`src/rtl/sys_rst_seq_pkg.sv`:
```
// Shared types and widths for the system reset sequencer.
// Holds the sequencer state encoding and a saturating fail-counter helper.
package sys_rst_seq_pkg;

   localparam int RST_SEQ_CNT_W  = 24;
   localparam int RST_SEQ_FAIL_W = 4;

   typedef enum logic [2:0] {
      PWRUP     = 3'd0,
      PLL_RST   = 3'd1,
      WAIT_LOCK = 3'd2,
      RELEASE   = 3'd3,
      RUN       = 3'd4
   } rst_seq_state_t;

   // Lock-failure counter sticks at all-ones instead of wrapping.
   function automatic logic [RST_SEQ_FAIL_W-1:0] fail_sat_inc(
      input logic [RST_SEQ_FAIL_W-1:0] val
   );
      logic [RST_SEQ_FAIL_W-1:0] res;
      if (val == {RST_SEQ_FAIL_W{1'b1}}) begin
         res = val;
      end else begin
         res = val + {{(RST_SEQ_FAIL_W-1){1'b0}}, 1'b1};
      end
      return res;
   endfunction

endpackage

```
`src/rtl/sync_2ff.sv`:
```
// 1-bit two-flop synchronizer for asynchronous status inputs.
// Clears to 0 on the synchronous active-low reset.
module sync_2ff (
   input  logic clk,
   input  logic rst_n,
   input  logic d,
   output logic q
);

   logic meta_r;

   // Two-stage resynchronisation of d into the clk domain.
   always_ff @(posedge clk) begin
      if (!rst_n) begin
         meta_r <= 1'b0;
         q      <= 1'b0;
      end else begin
         meta_r <= d;
         q      <= meta_r;
      end
   end

endmodule

```
`src/rtl/sys_reset_sequencer.sv`:
```
// PLL power-up and staged reset-release sequencer on the board clock.
// Optional macro RST_SEQ_LOCK_MONITOR_EN: lock loss while in RUN restarts the sequence.
module sys_reset_sequencer
   import sys_rst_seq_pkg::*;
#(
   parameter int unsigned                NUM_STAGES         = 4,
   parameter logic [RST_SEQ_CNT_W-1:0]   POWERUP_CYCLES     = 24'd2500000,
   parameter logic [RST_SEQ_CNT_W-1:0]   PLL_RST_CYCLES     = 24'd16,
   parameter logic [RST_SEQ_CNT_W-1:0]   LOCK_STABLE_CYCLES = 24'd1024,
   parameter logic [RST_SEQ_CNT_W-1:0]   LOCK_TIMEOUT       = 24'd1000000,
   parameter logic [RST_SEQ_CNT_W-1:0]   STAGE_GAP          = 24'd256
) (
   input  logic                       clk,
   input  logic                       rst_n,
   input  logic                       pll_locked,
   input  logic                       resync_req,
   output logic                       pll_areset,
   output logic [NUM_STAGES-1:0]      stage_rst_n,
   output logic                       sys_ready,
   output logic [RST_SEQ_FAIL_W-1:0]  lock_fail_cnt
);

   localparam int IDX_W = (NUM_STAGES > 1) ? $clog2(NUM_STAGES) : 1;

   localparam logic [RST_SEQ_CNT_W-1:0] CNT_ZERO = {RST_SEQ_CNT_W{1'b0}};
   localparam logic [RST_SEQ_CNT_W-1:0] CNT_ONE  = {{(RST_SEQ_CNT_W-1){1'b0}}, 1'b1};
   localparam logic [IDX_W-1:0]         IDX_ZERO = {IDX_W{1'b0}};
   localparam logic [IDX_W-1:0]         IDX_ONE  = {{(IDX_W-1){1'b0}}, 1'b1};
   localparam logic [IDX_W-1:0]         IDX_LAST = IDX_W'(NUM_STAGES - 1);

   rst_seq_state_t             state_r;
   rst_seq_state_t             state_nxt_s;
   logic [RST_SEQ_CNT_W-1:0]   cnt_r;
   logic [RST_SEQ_CNT_W-1:0]   cnt_nxt_s;
   logic [RST_SEQ_CNT_W-1:0]   stable_cnt_r;
   logic [RST_SEQ_CNT_W-1:0]   stable_nxt_s;
   logic [IDX_W-1:0]           stage_idx_r;
   logic [IDX_W-1:0]           idx_nxt_s;
   logic                       fail_event_s;
   logic                       locked_s;
   logic                       areset_nxt_s;
   logic                       ready_nxt_s;
   logic [NUM_STAGES-1:0]      stage_nxt_s;

   sync_2ff u_lock_sync (
      .clk   (clk),
      .rst_n (rst_n),
      .d     (pll_locked),
      .q     (locked_s)
   );

   // Next-state, counter and failure-event decode. cnt_r is the per-state cycle counter.
   always_comb begin
      state_nxt_s  = state_r;
      cnt_nxt_s    = cnt_r + CNT_ONE;
      stable_nxt_s = CNT_ZERO;
      idx_nxt_s    = stage_idx_r;
      fail_event_s = 1'b0;
      case (state_r)
         PWRUP: begin
            if (cnt_r == POWERUP_CYCLES - CNT_ONE) begin
               state_nxt_s = PLL_RST;
               cnt_nxt_s   = CNT_ZERO;
            end else begin
               state_nxt_s = PWRUP;
            end
         end
         PLL_RST: begin
            if (cnt_r == PLL_RST_CYCLES - CNT_ONE) begin
               state_nxt_s = WAIT_LOCK;
               cnt_nxt_s   = CNT_ZERO;
            end else begin
               state_nxt_s = PLL_RST;
            end
         end
         WAIT_LOCK: begin
            if (locked_s) begin
               stable_nxt_s = stable_cnt_r + CNT_ONE;
            end else begin
               stable_nxt_s = CNT_ZERO;
            end
            // A lock that becomes stable on the timeout cycle still counts as success.
            if (locked_s && (stable_cnt_r == LOCK_STABLE_CYCLES - CNT_ONE)) begin
               state_nxt_s  = RELEASE;
               cnt_nxt_s    = CNT_ZERO;
               stable_nxt_s = CNT_ZERO;
               idx_nxt_s    = IDX_ZERO;
            end else if (cnt_r == LOCK_TIMEOUT - CNT_ONE) begin
               state_nxt_s  = PLL_RST;
               cnt_nxt_s    = CNT_ZERO;
               stable_nxt_s = CNT_ZERO;
               fail_event_s = 1'b1;
            end else begin
               state_nxt_s = WAIT_LOCK;
            end
         end
         RELEASE: begin
            if (!locked_s) begin
               state_nxt_s  = PLL_RST;
               cnt_nxt_s    = CNT_ZERO;
               idx_nxt_s    = IDX_ZERO;
               fail_event_s = 1'b1;
            end else if (cnt_r == STAGE_GAP - CNT_ONE) begin
               cnt_nxt_s = CNT_ZERO;
               if (stage_idx_r == IDX_LAST) begin
                  state_nxt_s = RUN;
               end else begin
                  state_nxt_s = RELEASE;
                  idx_nxt_s   = stage_idx_r + IDX_ONE;
               end
            end else begin
               state_nxt_s = RELEASE;
            end
         end
         RUN: begin
            cnt_nxt_s = CNT_ZERO;
`ifdef RST_SEQ_LOCK_MONITOR_EN
            if (!locked_s) begin
               state_nxt_s  = PLL_RST;
               idx_nxt_s    = IDX_ZERO;
               fail_event_s = 1'b1;
            end else if (resync_req) begin
               state_nxt_s = PLL_RST;
               idx_nxt_s   = IDX_ZERO;
            end else begin
               state_nxt_s = RUN;
            end
`else
            if (resync_req) begin
               state_nxt_s = PLL_RST;
               idx_nxt_s   = IDX_ZERO;
            end else begin
               state_nxt_s = RUN;
            end
`endif
         end
         default: begin
            state_nxt_s = PWRUP;
            cnt_nxt_s   = CNT_ZERO;
            idx_nxt_s   = IDX_ZERO;
         end
      endcase
   end

   // Output decode from the next state so outputs change in the first cycle of a new state.
   always_comb begin
      stage_nxt_s  = {NUM_STAGES{1'b0}};
      areset_nxt_s = 1'b0;
      ready_nxt_s  = 1'b0;
      if ((state_nxt_s == PWRUP) || (state_nxt_s == PLL_RST)) begin
         areset_nxt_s = 1'b1;
      end else begin
         areset_nxt_s = 1'b0;
      end
      if (state_nxt_s == RUN) begin
         stage_nxt_s = {NUM_STAGES{1'b1}};
         ready_nxt_s = 1'b1;
      end else if (state_nxt_s == RELEASE) begin
         for (int unsigned i = 0; i < NUM_STAGES; i++) begin
            stage_nxt_s[i] = (32'(idx_nxt_s) >= i);
         end
      end else begin
         stage_nxt_s = {NUM_STAGES{1'b0}};
         ready_nxt_s = 1'b0;
      end
   end

   // State, counters and registered outputs.
   always_ff @(posedge clk) begin
      if (!rst_n) begin
         state_r       <= PWRUP;
         cnt_r         <= CNT_ZERO;
         stable_cnt_r  <= CNT_ZERO;
         stage_idx_r   <= IDX_ZERO;
         pll_areset    <= 1'b1;
         stage_rst_n   <= {NUM_STAGES{1'b0}};
         sys_ready     <= 1'b0;
         lock_fail_cnt <= {RST_SEQ_FAIL_W{1'b0}};
      end else begin
         state_r      <= state_nxt_s;
         cnt_r        <= cnt_nxt_s;
         stable_cnt_r <= stable_nxt_s;
         stage_idx_r  <= idx_nxt_s;
         pll_areset   <= areset_nxt_s;
         stage_rst_n  <= stage_nxt_s;
         sys_ready    <= ready_nxt_s;
         if (fail_event_s) begin
            lock_fail_cnt <= fail_sat_inc(lock_fail_cnt);
         end else begin
            lock_fail_cnt <= lock_fail_cnt;
         end
      end
   end

endmodule

```
`config.mk`:
```
export PLATFORM = sky130hd
export DESIGN_NAME = sys_reset_sequencer
export DESIGN_NICKNAME = d
export VERILOG_FILES = /design/src/rtl/sys_rst_seq_pkg.sv /design/src/rtl/sync_2ff.sv /design/src/rtl/sys_reset_sequencer.sv
export SDC_FILE = /design/constraint.sdc
export NUM_CORES = 1
export LEC_CHECK = 0
export ABC_AREA = 0
export CORE_MARGIN = 5
export CORE_UTILIZATION = 45
export CTS_CLUSTER_SIZE = 25
export DETAILED_ROUTE_END_ITERATION = 12
export PLACE_DENSITY = 0.69
export SYNTH_ARGS = -nofsm -noshare
export SYNTH_HDL_FRONTEND = slang
export SYNTH_SLANG_ARGS = --single-unit
```
`constraint.sdc`:
```
create_clock -name clk -period 2.5 [get_ports clk]
set_input_delay 0.5 -clock clk [delete_from_list [all_inputs] [get_ports clk]]
set_output_delay 0.5 -clock clk [all_outputs]
set_load 0.02 [all_outputs]
```
==> flow_results.xml, run 1 <==
<?xml version="1.0" encoding="UTF-8"?>
<metrics>
  <group name="final_layout">
    <metric name="drive_gt1_share" unit="%">21.0</metric>
    <metric name="diodes" unit="">0</metric>
    <metric name="syn2layout_area_growth" unit="%">22.7</metric>
    <metric name="design.final.nets" unit="">397</metric>
  </group>
  <group name="setup_path">
    <metric name="worst_ep_required" unit="ps">2740</metric>
    <metric name="r2r.worst_path.cells" unit="">7</metric>
    <metric name="worst_path_max_fanout" unit="">6</metric>
    <metric name="timing_worst_setup_path_type" unit="">flip-flop to flip-flop</metric>
    <metric name="r2r_slack" unit="ps">20</metric>
    <metric name="cp-start-kind" unit="">flip-flop</metric>
    <metric name="cp_data_arrival_time" unit="ps">2720</metric>
    <metric name="worstSetupEndpointType" unit="">flip-flop</metric>
  </group>
  <group name="synth">
    <metric name="ys_warn_count" unit="">0</metric>
    <metric name="post_synth_instance_area" unit="mm²">0.00307</metric>
    <metric name="synth-main-ff-cell" unit="">dfxtp_1</metric>
    <metric name="syn-num-nets" unit="">360</metric>
    <metric name="synth.most_common_cell" unit="">dfxtp_1</metric>
    <metric name="synthDominantAreaCellType" unit="">dfxtp_1</metric>
    <metric name="synth_top_cell_area_share" unit="%">42.4</metric>
    <metric name="top_cells_by_instance_count_after_synthesis" unit="">65 x dfxtp_1, 61 x nor2_1, 29 x nand2_1</metric>
    <metric name="synth_area_leaders" unit="">dfxtp_1 42%, nor2_1 7.5%, xnor2_1 6.8%</metric>
    <metric name="postSynthAreaPerCell" unit="µm²">8.70</metric>
    <metric name="postSynthCellCount" unit="">353</metric>
    <metric name="synth.distinct_cells" unit="">51</metric>
    <metric name="yosysSeqAreaShare" unit="%">42.4</metric>
    <metric name="async_reset_ff_share" unit="%">0</metric>
    <metric name="synth-seq-cells" unit="">65</metric>
    <metric name="synth-edff-count" unit="">0</metric>
  </group>
  <group name="sta">
    <metric name="setup_viol" unit="">0</metric>
    <metric name="finalClockSkew" unit="ps">8.30</metric>
    <metric name="slew_headroom" unit="%">68.5</metric>
    <metric name="post-route-period-util" unit="%">99.4</metric>
    <metric name="post-route-worst-setup-slack" unit="ps">16.1</metric>
    <metric name="report.final.slew_viol_count" unit="">0</metric>
    <metric name="timing_worst_slew_pin_value" unit="ps">469</metric>
    <metric name="fmax" unit="MHz">403</metric>
    <metric name="layout_min_cycle_time" unit="ps">2480</metric>
    <metric name="report.final.hold_viol_count" unit="">0</metric>
  </group>
  <group name="clock_tree">
    <metric name="clk_latency" unit="ps">350</metric>
    <metric name="path_clk_slew" unit="ps">70</metric>
    <metric name="clock_sinks" unit="">65</metric>
    <metric name="cts_root_buffer" unit="">clkbuf_8</metric>
    <metric name="cts.hold.buffers_added" unit="">0</metric>
    <metric name="cts_tree" unit="">yes</metric>
    <metric name="clockBufferDepth" unit="">2</metric>
    <metric name="cts-buffers-inserted" unit="">9</metric>
    <metric name="cts-htree-levels" unit="">3</metric>
  </group>
  <group name="global_route">
    <metric name="grt_first_pass_wirelength" unit="µm">10700</metric>
    <metric name="grt_pass1_vias" unit="">2358</metric>
    <metric name="groute.usage.overall" unit="%">15.6</metric>
    <metric name="antenna_found_initial" unit="">0</metric>
    <metric name="globalRoute.totalOverflow" unit="">0</metric>
    <metric name="pin_count_of_the_biggest_net_entering_global_routing" unit="">25</metric>
  </group>
  <group name="route">
    <metric name="dr_iter_0_viols" unit="">110</metric>
    <metric name="drt_first_pass_iters" unit="">4</metric>
    <metric name="detailroute.via_count" unit="">2571</metric>
    <metric name="routed_wire_length_per_instance" unit="µm">13.7</metric>
    <metric name="vias_per_cell" unit="">5.41</metric>
    <metric name="remaining_drc_errors" unit="">0</metric>
    <metric name="route.final.wire_length" unit="µm">6530</metric>
    <metric name="ant_nets" unit="">0</metric>
  </group>
  <group name="placement">
    <metric name="place.detailed.hpwl" unit="µm">4220</metric>
    <metric name="place_ws" unit="ps">67.7</metric>
    <metric name="routabilityCongestion" unit="">0.824</metric>
    <metric name="numPortBuffers" unit="">13</metric>
  </group>
  <group name="min_path">
    <metric name="timing.hold.worst.class" unit="">flip-flop to flip-flop</metric>
    <metric name="min_delay_path_depth" unit="">1</metric>
  </group>
  <group name="power_and_ir_drop">
    <metric name="power.static_leakage" unit="nW">1.32</metric>
    <metric name="vdd_ir_drop_max" unit="µV">284</metric>
    <metric name="power_per_cell_area" unit="mW/mm²">564</metric>
    <metric name="total_power" unit="mW">2.13</metric>
  </group>
  <group name="floorplanning">
    <metric name="dieArea" unit="mm²">0.00858</metric>
    <metric name="die_ht" unit="µm">92.6</metric>
    <metric name="core" unit="mm²">0.00672</metric>
    <metric name="die-width" unit="µm">92.6</metric>
    <metric name="design.portCount" unit="">14</metric>
    <metric name="initial_utilization" unit="%">45.7</metric>
    <metric name="floorplan.rows" unit="">30</metric>
  </group>
  <group name="outcome">
    <metric name="status" unit="">complete, no violations</metric>
  </group>
  <group name="job">
    <metric name="max-cap-violations" unit="">0</metric>
  </group>
</metrics>
[worst paths after layout]
kind	end	start
setup / recovery	cnt_r[21]	cnt_r[9]
hold / removal	u_lock_sync.q	u_lock_sync.meta_r
setup reg to reg	cnt_r[21]	cnt_r[9]
hold reg to reg	u_lock_sync.q	u_lock_sync.meta_r
[through the flow]
step           utilization (%)  hold WS, ps  instances  area (µm²)  TNS [ps]
6_report                  56.1          450        475        3770         0
3_5_place_dp              50.0          421        450        3360         0
2_1_floorplan                -          412        353        3070         0
3_3_place_gp              50.0          423        450        3360         0
4_1_cts                   53.4          450        466        3590         0
5_1_grt                   56.1          469        475        3770      -385
[final cells by class]
cell class                      count  area [µm²]
Clock inverter                      5        77.6
Tap cell                           80         100
Timing Repair Buffer               35         354
Clock buffer                       11         151
Fill cell                         599        2950
Multi-Input combinational cell    265        1730
Inverter                           14        52.6
Sequential cell                    65        1310
[critical path, cell delays in order, from the launching register on]
cell       delay, ps
dfxtp_1          380
or4_1            610
or4_4            540
o211a_4          160
o311ai_4         330
buf_6            170
clkbuf_16        150
nor2_2            40
[where the power goes]
| part | total (mW) | leakage (nW) | switching [mW] | internal (mW) |
|---|---|---|---|---|
| Combinational | 0.0606 | 0.680 | 0.0285 | 0.0321 |
| Clock | 1.02 | 0.115 | 0.407 | 0.612 |
| Sequential | 1.05 | 0.527 | 0.00590 | 1.04 |
| Total | 2.13 | 1.32 | 0.441 | 1.69 |
[registers in the layout (all words and copies together) (netlist names)]
| signal | count |
|---|---|
| cnt_r | 24 |
| stable_cnt_r | 24 |
| lock_fail_cnt | 4 |
| stage_rst_n | 4 |
| state_r | 3 |
| stage_idx_r | 2 |
| pll_areset | 1 |
| sys_ready | 1 |
| u_lock_sync.meta_r | 1 |
| u_lock_sync.q | 1 |
[logic make-up (layout without fill, tap and decap cells)]
family | after synthesis | after routing | synth area share, %
and+or+nand+nor | 188 | 188 | 32.8
muxes | 1 | 1 | 0.326
buffers and inverters | 23 | 65 | 3.42
xor gates and xnor gates | 46 | 46 | 13.1
adders and majority gates | 3 | 3 | 1.22
AOI/OAI and AO/OA | 27 | 27 | 6.72
DFF | 65 | 65 | 42.4
[per-layer routing]
metal  vias up  part of all wire (%)  GRT usage (%)
li1       1296                     -              -
met5         -                     0              0
met3        10                   4.3           4.55
met2        49                    48           23.3
met4         0                   1.5           9.16
met1      1216                    46           20.0
[cells in the final DEF, fill, tap and decap left out, types with 5 or more instances in the layout]
master	n
nor2_1	61
dfxtp_1	59
nand2_1	28
xnor2_1	24
xor2_1	22
nor2_2	20
buf_4	16
nand3_1	15
inv_1	14
nand4_1	13
clkdlybuf4s50_1	13
clkbuf_8	11
and3_1	8
or3_1	6
o21ai_0	6
dfxtp_2	6
nor3_1	5
nor4_1	5
[repair_timing]
action	CTS	global route
buffers inserted	0	6
endpoints found under the setup margin	0	25
gates resized for setup	0	19
Power figures use the tool's default switching activity.
==> run 2: changes to the inputs <==
--- a/config.mk
+++ b/config.mk
@@ -6,7 +6,7 @@
 export NUM_CORES = 1
 export LEC_CHECK = 0
 export ABC_AREA = 0
-export CORE_MARGIN = 5
+export CORE_MARGIN = 3
 export CORE_UTILIZATION = 45
 export CTS_CLUSTER_SIZE = 25
 export DETAILED_ROUTE_END_ITERATION = 12
==> run 2 against run 1 <==
Net effect: wire length fell by 3.7%; sequential cell count unchanged; global-route usage increased by 1.2 points; hold slack gained 2.2 ps; critical path type unchanged; critical path depth increased by 2; clock-buffer cell count grew 1; sequential power barely moved.
==> flow_results.xml, run 2 (synthesis gave the netlist of run 1 again) <==
<?xml version="1.0" encoding="UTF-8"?>
<metrics>
  <group name="outcome">
    <metric name="status" unit="">complete, no violations</metric>
  </group>
  <group name="clock_tree">
    <metric name="path_clk_slew" unit="ps">70</metric>
    <metric name="cts-buffers-inserted" unit="">9</metric>
    <metric name="cts-htree-levels" unit="">3</metric>
    <metric name="clk_latency" unit="ps">340</metric>
    <metric name="cts_root_buffer" unit="">clkbuf_8</metric>
    <metric name="clockBufferDepth" unit="">2</metric>
    <metric name="clock_sinks" unit="">65</metric>
    <metric name="cts_tree" unit="">yes</metric>
    <metric name="cts.hold.buffers_added" unit="">0</metric>
  </group>
  <group name="power_and_ir_drop">
    <metric name="internal-power" unit="mW">1.45</metric>
    <metric name="power.static_leakage" unit="nW">1.28</metric>
    <metric name="power_frac_comb" unit="%">3.2</metric>
    <metric name="power_per_cell_area" unit="mW/mm²">509</metric>
    <metric name="seqPwrFrac" unit="%">56.0</metric>
    <metric name="power_switching" unit="mW">0.419</metric>
    <metric name="total_power" unit="mW">1.87</metric>
    <metric name="power.share.clock" unit="%">40.8</metric>
    <metric name="proportion_of_total_power_due_to_net_switching" unit="%">22.4</metric>
    <metric name="vdd_ir_drop_max" unit="µV">322</metric>
  </group>
  <group name="sta">
    <metric name="report.final.slew_viol_count" unit="">0</metric>
    <metric name="slew_headroom" unit="%">68.1</metric>
    <metric name="fin_setup_tns" unit="ps">0</metric>
    <metric name="fmax" unit="MHz">407</metric>
    <metric name="worst_hold_slack" unit="ps">452</metric>
    <metric name="timing_worst_slew_pin_value" unit="ps">475</metric>
    <metric name="report.final.hold_viol_count" unit="">0</metric>
    <metric name="post-route-period-util" unit="%">98.3</metric>
    <metric name="layout_min_cycle_time" unit="ps">2460</metric>
    <metric name="finalClockSkew" unit="ps">10.3</metric>
    <metric name="setup_viol" unit="">0</metric>
  </group>
  <group name="placement">
    <metric name="placedInstanceArea" unit="mm²">0.00336</metric>
    <metric name="numPortBuffers" unit="">13</metric>
    <metric name="placed_cells" unit="">447</metric>
    <metric name="routabilityCongestion" unit="">0.848</metric>
    <metric name="place.detailed.hpwl" unit="µm">4180</metric>
  </group>
  <group name="floorplanning">
    <metric name="die-width" unit="µm">88.6</metric>
    <metric name="core" unit="mm²">0.00649</metric>
    <metric name="dieArea" unit="mm²">0.00785</metric>
    <metric name="design.portCount" unit="">14</metric>
    <metric name="die_ht" unit="µm">88.6</metric>
    <metric name="initial_utilization" unit="%">47.3</metric>
    <metric name="floorplan.rows" unit="">29</metric>
  </group>
  <group name="setup_path">
    <metric name="worst_ep_required" unit="ps">2730</metric>
    <metric name="critical_path.n_buffers_inverters" unit="">2</metric>
    <metric name="path_delay_family" unit="">simple AND/OR/NAND/NOR gates</metric>
    <metric name="worstSetupEndpointType" unit="">flip-flop</metric>
    <metric name="critical-path-slowest-cell" unit="">or4_4</metric>
    <metric name="crit_path_start" unit="">cnt_r[0]</metric>
    <metric name="cp.depth" unit="">9</metric>
    <metric name="worst_r2r_startpoint" unit="">cnt_r[0]</metric>
    <metric name="critical-path-top-cell-by-count" unit="">or4_4</metric>
    <metric name="worst_path_max_fanout" unit="">6</metric>
    <metric name="cp_slowest_stage_delay" unit="ps">500</metric>
    <metric name="r2r.worst_path.cells" unit="">9</metric>
    <metric name="timing.critical_path.cells" unit="">ha_4 &gt; nand3_2 &gt; or4_4 &gt; or4_4 &gt; o211a_4 &gt; o311ai_4 &gt; buf_12 &gt; clkbuf_16 &gt; nor2_2</metric>
    <metric name="cp-start-kind" unit="">flip-flop</metric>
    <metric name="timing_worst_setup_path_type" unit="">flip-flop to flip-flop</metric>
    <metric name="cp_data_arrival_time" unit="ps">2690</metric>
  </group>
  <group name="route">
    <metric name="dr_iter_0_viols" unit="">132</metric>
    <metric name="ant_nets" unit="">0</metric>
    <metric name="remaining_drc_errors" unit="">0</metric>
    <metric name="route.final.wire_length" unit="µm">6290</metric>
    <metric name="drt_first_pass_iters" unit="">4</metric>
    <metric name="detailroute.via_count" unit="">2470</metric>
    <metric name="vias_per_cell" unit="">5.26</metric>
    <metric name="routed_wire_length_per_instance" unit="µm">13.4</metric>
  </group>
  <group name="min_path">
    <metric name="min_delay_path_depth" unit="">1</metric>
    <metric name="worst_hold_startpoint" unit="">u_lock_sync.meta_r</metric>
    <metric name="timing.hold.worst.class" unit="">flip-flop to flip-flop</metric>
  </group>
  <group name="final_layout">
    <metric name="fillerInstances" unit="">558</metric>
    <metric name="multi_input_comb_area" unit="mm²">0.00171</metric>
    <metric name="syn2layout_area_growth" unit="%">19.7</metric>
    <metric name="design.final.nets" unit="">396</metric>
    <metric name="drive_gt1_share" unit="%">19.8</metric>
    <metric name="stdcell_count" unit="">470</metric>
    <metric name="final_design_area_no_fill" unit="mm²">0.00368</metric>
    <metric name="layout_common_cells" unit="">61 x nor2_1, 59 x dfxtp_1, 29 x nand2_1</metric>
    <metric name="ff_latch_area" unit="mm²">0.00131</metric>
    <metric name="most_common_library_cell_in_the_layout_ignoring_fill_and_taps" unit="">nor2_1</metric>
    <metric name="reg_top3" unit="">cnt_r: 24 flops, stable_cnt_r: 24 flops</metric>
    <metric name="diodes" unit="">0</metric>
  </group>
  <group name="global_route">
    <metric name="globalRoute.totalOverflow" unit="">0</metric>
    <metric name="grt_pass1_vias" unit="">2275</metric>
    <metric name="groute.usage.overall" unit="%">16.8</metric>
    <metric name="antenna_found_initial" unit="">0</metric>
    <metric name="pin_count_of_the_biggest_net_entering_global_routing" unit="">25</metric>
    <metric name="grt_first_pass_wirelength" unit="µm">10300</metric>
  </group>
  <group name="job">
    <metric name="max-cap-violations" unit="">0</metric>
  </group>
</metrics>
==> run 2: cell count changes in the layout (fill, tap and decap cells not counted), sizes merged <==
cell and delta:
buf -1, bufinv -2, clkbuf +1
==> run 2: per-stage QoR <==
step / setup WS [ps] / util (%)
3_3_place_gp: 105 / 51.7
4_1_cts: 83.0 / 54.2
2_1_floorplan: 46.7 / -
5_1_grt: -5.61 / 56.6
6_report: 42.4 / 56.6
3_5_place_dp: 85.7 / 51.7
==> run 2: power by group through the flow <==
stage	combinational [mW]	sequential [mW]	clock, mW
detailed placement	0.0421	1.07	0
global placement	0.0413	1.07	0
floorplan	0.0255	1.07	0
CTS	0.0423	1.04	0.789
global route	0.0662	1.05	0.835
finish	0.0598	1.05	0.764
==> run 2: path summary, 6_finish.rpt <==
path	end	slack, ps
min	u_lock_sync.q	450
max	cnt_r[15]	40
min reg2reg	u_lock_sync.q	450
max reg2reg	cnt_r[15]	40
==> run 2: cell type report <==
cell class                 instances  area share (%)
clock buffer                      12            3.95
clock inverter                     3           0.476
inverter                          14            1.43
multi-input combinational        265            46.4
sequential                        65            35.6
tap                               77            2.62
timing repair buffer              34            9.56
==> run 2: timing repair <==
| action | 4_1_cts | 5_1_grt |
|---|---|---|
| hold endpoints to repair | 0 | 0 |
| setup endpoints to repair | 0 | 27 |
| setup buffers | 0 | 5 |
| gates resized for setup | 0 | 14 |
==> run 2: metal layers <==
metal | share of wire, % | global-route usage (%)
met1 | 49 | 21.5
met2 | 47 | 25.7
met3 | 3.3 | 5.87
met4 | 1.2 | 6.87
met5 | 0 | 0
